## config.mk

```make
export PLATFORM = sky130hd
export DESIGN_NAME = jtag_dtm_regs
export DESIGN_NICKNAME = d
export VERILOG_FILES = /design/src/rtl/jtag_dtm_regs.sv
export SDC_FILE = /design/constraint.sdc
export NUM_CORES = 1
export LEC_CHECK = 0
export CAP_MARGIN = 20
export CORE_MARGIN = 4
export CORE_UTILIZATION = 56
export DETAILED_ROUTE_END_ITERATION = 8
export MAX_ROUTING_LAYER = met4
export PLACE_DENSITY = 0.81
export SETUP_SLACK_MARGIN = 0.05
export SYNTH_ARGS = -nofsm -noshare
export SYNTH_HDL_FRONTEND = slang
export SYNTH_SLANG_ARGS = --single-unit
export TNS_END_PERCENT = 10
```

## constraint.sdc

```tcl
create_clock -name clk -period 3.19 [get_ports clk]
set_clock_uncertainty 0.1 [all_clocks]
set_input_delay 0.957 -clock clk [delete_from_list [all_inputs] [get_ports clk]]
set_output_delay 0.957 -clock clk [all_outputs]
set_load 0.02 [all_outputs]
```

## src/rtl/jtag_dtm_regs.sv

```systemverilog
// RISC-V debug transport module register stage behind a JTAG TAP.
// Holds the IR and the IDCODE/BYPASS/DTMCS/DMI data registers, and bridges DMI scans to the DM.
module jtag_dtm_regs #(
  parameter logic [31:0] IDCODE_VALUE = 32'h1DEAD3FF,
  parameter int unsigned ABITS        = 7,
  parameter logic [2:0]  IDLE_HINT    = 3'd1
) (
  input  logic             clk,
  input  logic             rst_n,
  input  logic             tdi,
  output logic             tdo,
  input  logic             tap_reset,
  input  logic             capture_ir,
  input  logic             shift_ir,
  input  logic             update_ir,
  input  logic             capture_dr,
  input  logic             shift_dr,
  input  logic             update_dr,
  output logic             dmi_req_valid,
  input  logic             dmi_req_ready,
  output logic [ABITS-1:0] dmi_req_addr,
  output logic [31:0]      dmi_req_data,
  output logic [1:0]       dmi_req_op,
  input  logic             dmi_resp_valid,
  output logic             dmi_resp_ready,
  input  logic [31:0]      dmi_resp_data,
  input  logic [1:0]       dmi_resp_op,
  output logic [4:0]       ir_value
);

  localparam int unsigned DMI_W       = ABITS + 34;
  localparam logic [5:0]  ABITS_FIELD = 6'(ABITS);
  localparam logic [4:0]  IR_IDCODE   = 5'h01;
  localparam logic [4:0]  IR_DTMCS    = 5'h10;
  localparam logic [4:0]  IR_DMI      = 5'h11;

  typedef enum logic [1:0] {SEL_BYPASS, SEL_IDCODE, SEL_DTMCS, SEL_DMI} dr_sel_e;
  typedef enum logic [1:0] {DMI_IDLE, DMI_REQ, DMI_RESP} dmi_state_e;

  logic [4:0]       ir, ir_shift;
  logic [31:0]      idcode_shift, dtmcs_shift;
  logic             bypass_shift;
  logic [DMI_W-1:0] dmi_shift;
  logic [1:0]       dmistat;
  logic [ABITS-1:0] last_addr;
  logic [31:0]      last_data;
  dmi_state_e       state_q, state_d;
  dr_sel_e          dr_sel;

  always_comb begin
    case (ir)
      IR_IDCODE: dr_sel = SEL_IDCODE;
      IR_DTMCS:  dr_sel = SEL_DTMCS;
      IR_DMI:    dr_sel = SEL_DMI;
      default:   dr_sel = SEL_BYPASS;
    endcase
  end

  logic             dmi_busy, dmi_update, dmi_launch, dmi_hardreset, dmi_reset, busy_hit, resp_fire;
  logic [1:0]       upd_op;
  logic [31:0]      dtmcs_capture;
  logic [DMI_W-1:0] dmi_capture;

  assign dmi_busy      = (state_q != DMI_IDLE);
  assign upd_op        = dmi_shift[1:0];
  assign dmi_update    = update_dr && (dr_sel == SEL_DMI);
  assign dmi_launch    = dmi_update && !dmi_busy && (dmistat == 2'd0)
                         && (upd_op == 2'd1 || upd_op == 2'd2);
  assign dmi_hardreset = update_dr && (dr_sel == SEL_DTMCS) && dtmcs_shift[17];
  assign dmi_reset     = update_dr && (dr_sel == SEL_DTMCS) && dtmcs_shift[16];
  // Any DMI access (capture or update) that lands on an in-flight transaction is a busy error.
  assign busy_hit      = dmi_busy && (dr_sel == SEL_DMI) && (capture_dr || update_dr);
  assign resp_fire     = (state_q == DMI_RESP) && dmi_resp_valid && !dmi_hardreset;

  assign dtmcs_capture = {14'b0, 2'b0, 1'b0, IDLE_HINT, dmistat, ABITS_FIELD, 4'h1};
  assign dmi_capture   = {last_addr, last_data, dmi_busy ? 2'd3 : dmistat};

  assign ir_value       = ir;
  assign dmi_req_valid  = (state_q == DMI_REQ);
  assign dmi_resp_ready = (state_q == DMI_RESP);

  always_comb begin
    if (shift_ir) begin
      tdo = ir_shift[0];
    end else begin
      case (dr_sel)
        SEL_IDCODE: tdo = idcode_shift[0];
        SEL_DTMCS:  tdo = dtmcs_shift[0];
        SEL_DMI:    tdo = dmi_shift[0];
        default:    tdo = bypass_shift;
      endcase
    end
  end

  // NOTE: clocked state uses non-blocking assignments so every register samples pre-edge values.
  always_ff @(posedge clk or negedge rst_n) begin
    if (!rst_n) begin
      ir       <= IR_IDCODE;
      ir_shift <= '0;
    end else begin
      if (capture_ir)    ir_shift <= 5'b00001;
      else if (shift_ir) ir_shift <= {tdi, ir_shift[4:1]};
      if (tap_reset)      ir <= IR_IDCODE;
      else if (update_ir) ir <= ir_shift;
    end
  end

  always_ff @(posedge clk or negedge rst_n) begin
    if (!rst_n) begin
      idcode_shift <= '0;
      dtmcs_shift  <= '0;
      bypass_shift <= 1'b0;
      dmi_shift    <= '0;
    end else if (capture_dr) begin
      case (dr_sel)
        SEL_IDCODE: idcode_shift <= IDCODE_VALUE;
        SEL_DTMCS:  dtmcs_shift  <= dtmcs_capture;
        SEL_DMI:    dmi_shift    <= dmi_capture;
        default:    bypass_shift <= 1'b0;
      endcase
    end else if (shift_dr) begin
      case (dr_sel)
        SEL_IDCODE: idcode_shift <= {tdi, idcode_shift[31:1]};
        SEL_DTMCS:  dtmcs_shift  <= {tdi, dtmcs_shift[31:1]};
        SEL_DMI:    dmi_shift    <= {tdi, dmi_shift[DMI_W-1:1]};
        default:    bypass_shift <= tdi;
      endcase
    end
  end

  always_ff @(posedge clk or negedge rst_n) begin
    if (!rst_n) state_q <= DMI_IDLE;
    else        state_q <= state_d;
  end

  // NOTE: next state defaults to the current state first so no path leaves it unassigned (no latch).
  always_comb begin
    state_d = state_q;
    case (state_q)
      DMI_IDLE: if (dmi_launch)     state_d = DMI_REQ;
      DMI_REQ:  if (dmi_req_ready)  state_d = DMI_RESP;
      DMI_RESP: if (dmi_resp_valid) state_d = DMI_IDLE;
      default:                      state_d = DMI_IDLE;
    endcase
    if (dmi_hardreset) state_d = DMI_IDLE;
  end

  always_ff @(posedge clk or negedge rst_n) begin
    if (!rst_n) begin
      dmi_req_addr <= '0;
      dmi_req_data <= '0;
      dmi_req_op   <= '0;
      last_addr    <= '0;
      last_data    <= '0;
      dmistat      <= '0;
    end else begin
      if (dmi_launch) begin
        dmi_req_addr <= dmi_shift[DMI_W-1:34];
        dmi_req_data <= dmi_shift[33:2];
        dmi_req_op   <= upd_op;
      end
      if (resp_fire) begin
        last_addr <= dmi_req_addr;
        if (dmi_req_op == 2'd1) last_data <= dmi_resp_data;
      end
      // Sticky error: only the first error is recorded until software clears it.
      if (dmi_hardreset || dmi_reset)                         dmistat <= 2'd0;
      else if (busy_hit && dmistat == 2'd0)                   dmistat <= 2'd3;
      else if (resp_fire && dmi_resp_op != 2'd0 && dmistat == 2'd0) dmistat <= 2'd2;
    end
  end

endmodule
```

Word-level counts from Yosys, hierarchy flattened
Cells that the tools add are included.
{ "classes": {"n_eq_ne": 16, "muxes": 32, "n_reduce_logical": 34} }
{ "op_table": {"columns": ["operator", "count"], "rows": [
  ["two-way mux 32 bit", 8],
  ["two-way mux 41 bit", 4],
  ["two-way mux 5 bit", 4],
  ["two-way mux 2 bit", 8],
  ["logical AND 1 bit", 14],
  ["case mux 2 bit (3 select lines)", 2],
  ["== test 5 bit, second input constant", 2],
  ["nonzero test 2 bit", 5],
  ["== test 2 x 1 -> 1 bit, second input constant", 4],
  ["== test 2 bit, second input constant", 4],
  ["AND reduction 2 bit", 4],
  ["AND reduction 3 bit", 2],
  ["== test 5 x 1 -> 1 bit, second input constant", 1],
  ["two-way mux 1 bit", 5],
  ["logical NOT 2 bit", 2],
  ["inequality test 2 bit, second input constant", 2],
  ["logical OR 1 bit", 3],
  ["inequality test 3 x 1 -> 1 bit, second input constant", 1],
  ["inequality test 3 x 2 -> 1 bit, second input constant", 1],
  ["inequality test 3 bit, second input constant", 1],
  ["case mux 1 bit (3 select lines)", 1],
  ["nonzero test 3 bit", 1],
  ["OR reduction 3 bit", 1],
  ["logical NOT 1 bit", 2]
]} }
{ "totals": {"register_bits": 200, "input_bits": 46, "out_inout_bits": 49} }

Depth between registers and ports, before layout
Gate-level depths: netlist of run 1.
{ "depth": {"depth_word": 12, "ltp_mapped": 7, "mapped_depth_nobuf": 4} }

Worst setup path before layout of run 1
OpenSTA, ideal clock, no wires.
{ "synth_timing": {"kind": "input -> output", "start": "input shift_ir", "end": "output tdo", "arrival_ns": 1.674, "setup_slack_ns": 0.459, "path_stages": 2, "cell_sequence": "clkbuf_1 o21ai_0"} }
{ "synth_via": {"elab_chain_len": 1} }
{ "synth_rtl": {"columns": ["element", "line", "source"], "rows": [
  ["start, declared", "14", "input logic shift_ir,"],
  ["two-way mux 1 bit", "83", "if (shift_ir) begin"],
  ["end, declared", "11", "output logic tdo,"]
]} }
No other way between the ends.

Final worst setup path of run 1
{ "layout_timing": {"start": "register ir[1], in the netlist ir_value[1]", "end": "output tdo"} }
{ "layout_via": {"elab_chain_len": 5, "elab_cells_between_ends": 9, "classes_between": "eq/ne (6); mux (3)"} }
{ "layout_rtl": {"columns": ["element", "line", "source"], "rows": [
  ["start, declared", "40", "logic [4:0] ir, ir_shift;"],
  ["start signal, assigned", "104", "else if (update_ir) ir <= ir_shift;"],
  ["== test 5 bit or == test 5 x 1 -> 1 bit (tied branches)", "51", "case (ir)"],
  ["case mux 2 bit (3 select lines) (*)", "51", null],
  ["== test 2 bit or == test 2 x 1 -> 1 bit (tied branches)", "86", "case (dr_sel)"],
  ["case mux 1 bit (3 select lines) (*)", "86", null],
  ["two-way mux 1 bit (*)", "83", null]
]} }
Mark *: on every way between the ends. The rest lies on a longest branch, timed or not.

==> results.py, run 1 <==
metrics = {
    "placed_design": {
        "portBuffers": 94,
        "finalWeightedCongestion": 0.792,
        "dpl.hpwl_um": 10400,
    },
    "clock_tree": {
        "cts_made_buffers": 17,
        "clk_pin_slew_ns": 0.07,
        "cts-hold-fix-buffers": 0,
        "max-clock-path-buffers": 2,
        "htree_levels": 4,
        "root_buffer": "clkbuf_16",
        "clock_sinks": 200,
        "insertion_delay_ns": 0.43,
        "cts_tree": "yes",
    },
    "yosys": {
        "synthFlopType": "dfrtp_1",
        "synth_seq_area_share_pct": 60.3,
        "synth_cells": 709,
        "synth_nets": 755,
        "synth-seq-cells": 200,
        "yosys_warnings": 0,
        "synthArstFlopShare_pct": 100,
        "postSynthAreaPerCell_sq_um": 11.7,
        "synth_edf_count": 0,
        "synth_cell_types": 35,
        "synth.cell_area_sq_mm": 0.00831,
    },
    "timing": {
        "max_freq_mhz": 333,
        "fin_crit_ns": 3.00,
        "setup_viol": 0,
        "rsz0062_at_grt": "false",
        "slew_violations": 0,
        "finalHoldViolCount": 0,
        "fin_crit_sh_pct": 94.0,
        "relSlewSlack_pct": 56.4,
        "setup_tns_ns": 0,
        "worstMarginPinSlew_ns": 0.653,
    },
    "worst_setup_path": {
        "cp_top_family": "simple AND/OR/NAND/NOR gates",
        "worstPathCellList": "or3_4, nor2_2, o22ai_1, o21ai_0, clkdlybuf4s15_2",
        "cp_slowest_cell": "or3_4",
        "cp.required_ns": 2.13,
        "endpoint_kind": "primary output",
        "crit_arrival_ns": 1.94,
        "cp_max_fo": 4,
        "slowest_delay_ns": 0.42,
        "start_kind": "register",
        "critPathBufInv": 1,
        "critical_path_class": "reg2out",
    },
    "die": {
        "num_rows": 44,
        "die_area_sq_mm": 0.0168,
        "coreArea_sq_mm": 0.0145,
        "start_util_pct": 57.2,
        "die_x_um": 130,
        "io_pins": 95,
        "chipHeight_um": 130,
    },
    "finish": {
        "fin_util_pct": 69.1,
        "final_layout_size_suffix_gt1_share_pct": 16.9,
        "area_growth_pct": 20.9,
        "antenna_cells": 0,
        "fin_nets": 836,
    },
    "drt": {
        "vias": 5389,
        "drt_wl_total_um": 16500,
        "viasPerCell": 5.46,
        "drt_iter0_markers": 438,
        "ant_nets": 0,
        "drc": 0,
        "wl_per_cell_um": 16.8,
        "drtPass1Iterations": 4,
    },
    "global_route": {
        "grt_overflow": 0,
        "grt.total_usage_pct": 21.5,
        "antenna_found_initial": 0,
        "grt_max_degree": 109,
        "grt_pass1_vias": 5615,
        "grt_pass1_wl_um": 27600,
    },
    "pwr": {
        "power.density_mw_per_mm2": 684,
        "p_leak_nw": 4.79,
        "finalPower_mw": 6.87,
        "ir_drop_v": 0.000365,
    },
    "run": {
        "cap_violations": 0,
    },
    "worst_hold_path": {
        "holdCritPathClass": "reg2reg",
    },
    "run_status": {
        "status": "completed",
    },
}
==> where the power goes <==
group / switching, mW / internal (mW)
clock: 0.926 / 1.14
sequential: 0.366 / 3.02
combinational: 0.686 / 0.737
total: 1.98 / 4.90
==> synth_stat cells, drive strengths merged (2+ instances only) <==
cell	number	share of area, %
mux2i	49	5.9
inv	2	0.090
a211o	2	0.21
or3	4	0.30
o21ai	60	3.7
nor3	4	0.24
a21oi	44	2.7
dfrtp	199	60
nand2	99	4.5
nand3b	10	0.90
clkbuf	34	1.5
mux2	82	12
nor2	65	2.9
buf	12	1.1
nand2b	26	2.0
nor2b	4	0.30
==> cell usage in the layout, fill, tap and decap left out, drive strengths merged, types with 2 or more instances in the layout <==
cell           instances
buf                   15
dfrtp                199
nand2b                26
clkinv                 6
nor2b                  4
nor2                  65
a211o                  2
or3                    4
inv                    4
mux2                  82
nor3                   4
nand2                 99
clkdlybuf4s50         91
o21ai                 60
a21oi                 44
nand3b                10
clkbuf                23
mux2i                 49
==> what timing repair did <==
item / in CTS / in global routing
setup buffers: 0 / 0
setup endpoints to repair: 1 / 1
gates resized for setup: 4 / 2
==> sequential cells by signal, summed over array words and instances, names as in the netlist <==
| register | flops |
|---|---|
| ir_shift | 5 |
| ir_value | 5 |
| dmi_req_op | 2 |
| dmi_req_addr | 7 |
| dtmcs_shift | 32 |
| last_addr | 7 |
| idcode_shift | 32 |
| dmi_shift | 41 |
| state_q | 2 |
| bypass_shift | 1 |
| last_data | 32 |
| dmistat | 2 |
| dmi_req_data | 32 |
==> logic make-up (layout without fill, tap and decap cells) <==
logic type	after synthesis	count (layout)	share of synthesized area, %
simple gates	218	218	12.1
flops	200	200	60.3
mux	131	131	17.9
compound gates	111	111	6.96
buf+inv	48	142	2.73
xor+xnor	1	1	0.105
==> worst min-delay path: cells and delay by family, from the launching register on <==
family	cells	cell delay [ns]
flip-flops	1	0.34
AND/OR/NAND/NOR	2	0.10
==> routing by layer <==
layer  global-route usage, %  vias up  share of wire [%]
li1                        -     2558                  -
met5                       -        -                  0
met4                    8.74        0                1.9
met1                    27.5     2689                 43
met3                    4.30       26                4.2
met2                    33.8      116                 51
==> path summary, 6_finish.rpt <==
| check | slack, ns | from | endpoint | depth (start not counted) |
|---|---|---|---|---|
| max | 0.19 | ir_value[1] | tdo | 5 |
| min | 0.36 | idcode_shift[10] | idcode_shift[10] | 2 |
| min in group asynchronous | 0.47 | rst_n | dtmcs_shift[14] | 1 |
| min reg2reg | 0.36 | idcode_shift[10] | idcode_shift[10] | 2 |
| max in group asynchronous | 1.79 | rst_n | idcode_shift[16] | 2 |
| max reg2reg | 0.60 | ir_value[4] | dmi_req_data[30] | 5 |
==> layout make-up <==
type                       instances  area (sq um)
clock buffer                      22           474
clock inverter                    10          92.6
fill                            1024          4490
inverter                           2          7.51
multi-input combinational        461          3100
sequential                       200          5010
tap                              184           230
timing repair buffer             108          1140
==> stage by stage <==
step	setup WS, ns	instances	hold slack [ns]	instance area, sq um
floorplan	0.459	709	0.333	8310
global placement	-0.0729	955	0.345	9470
detailed placement	-0.0581	955	0.351	9470
CTS	0.0873	987	0.367	10000
global route	0.0803	987	0.385	10000
finish	0.190	987	0.363	10000
No activity file was read; power rests on OpenSTA's default activity.
==> inputs of run 2 (changes only) <==
- CTS_CLUSTER_SIZE: default -> 30
==> results of run 2 <==
Same layout as run 1: the final DEF is identical, and so are final timing and power.
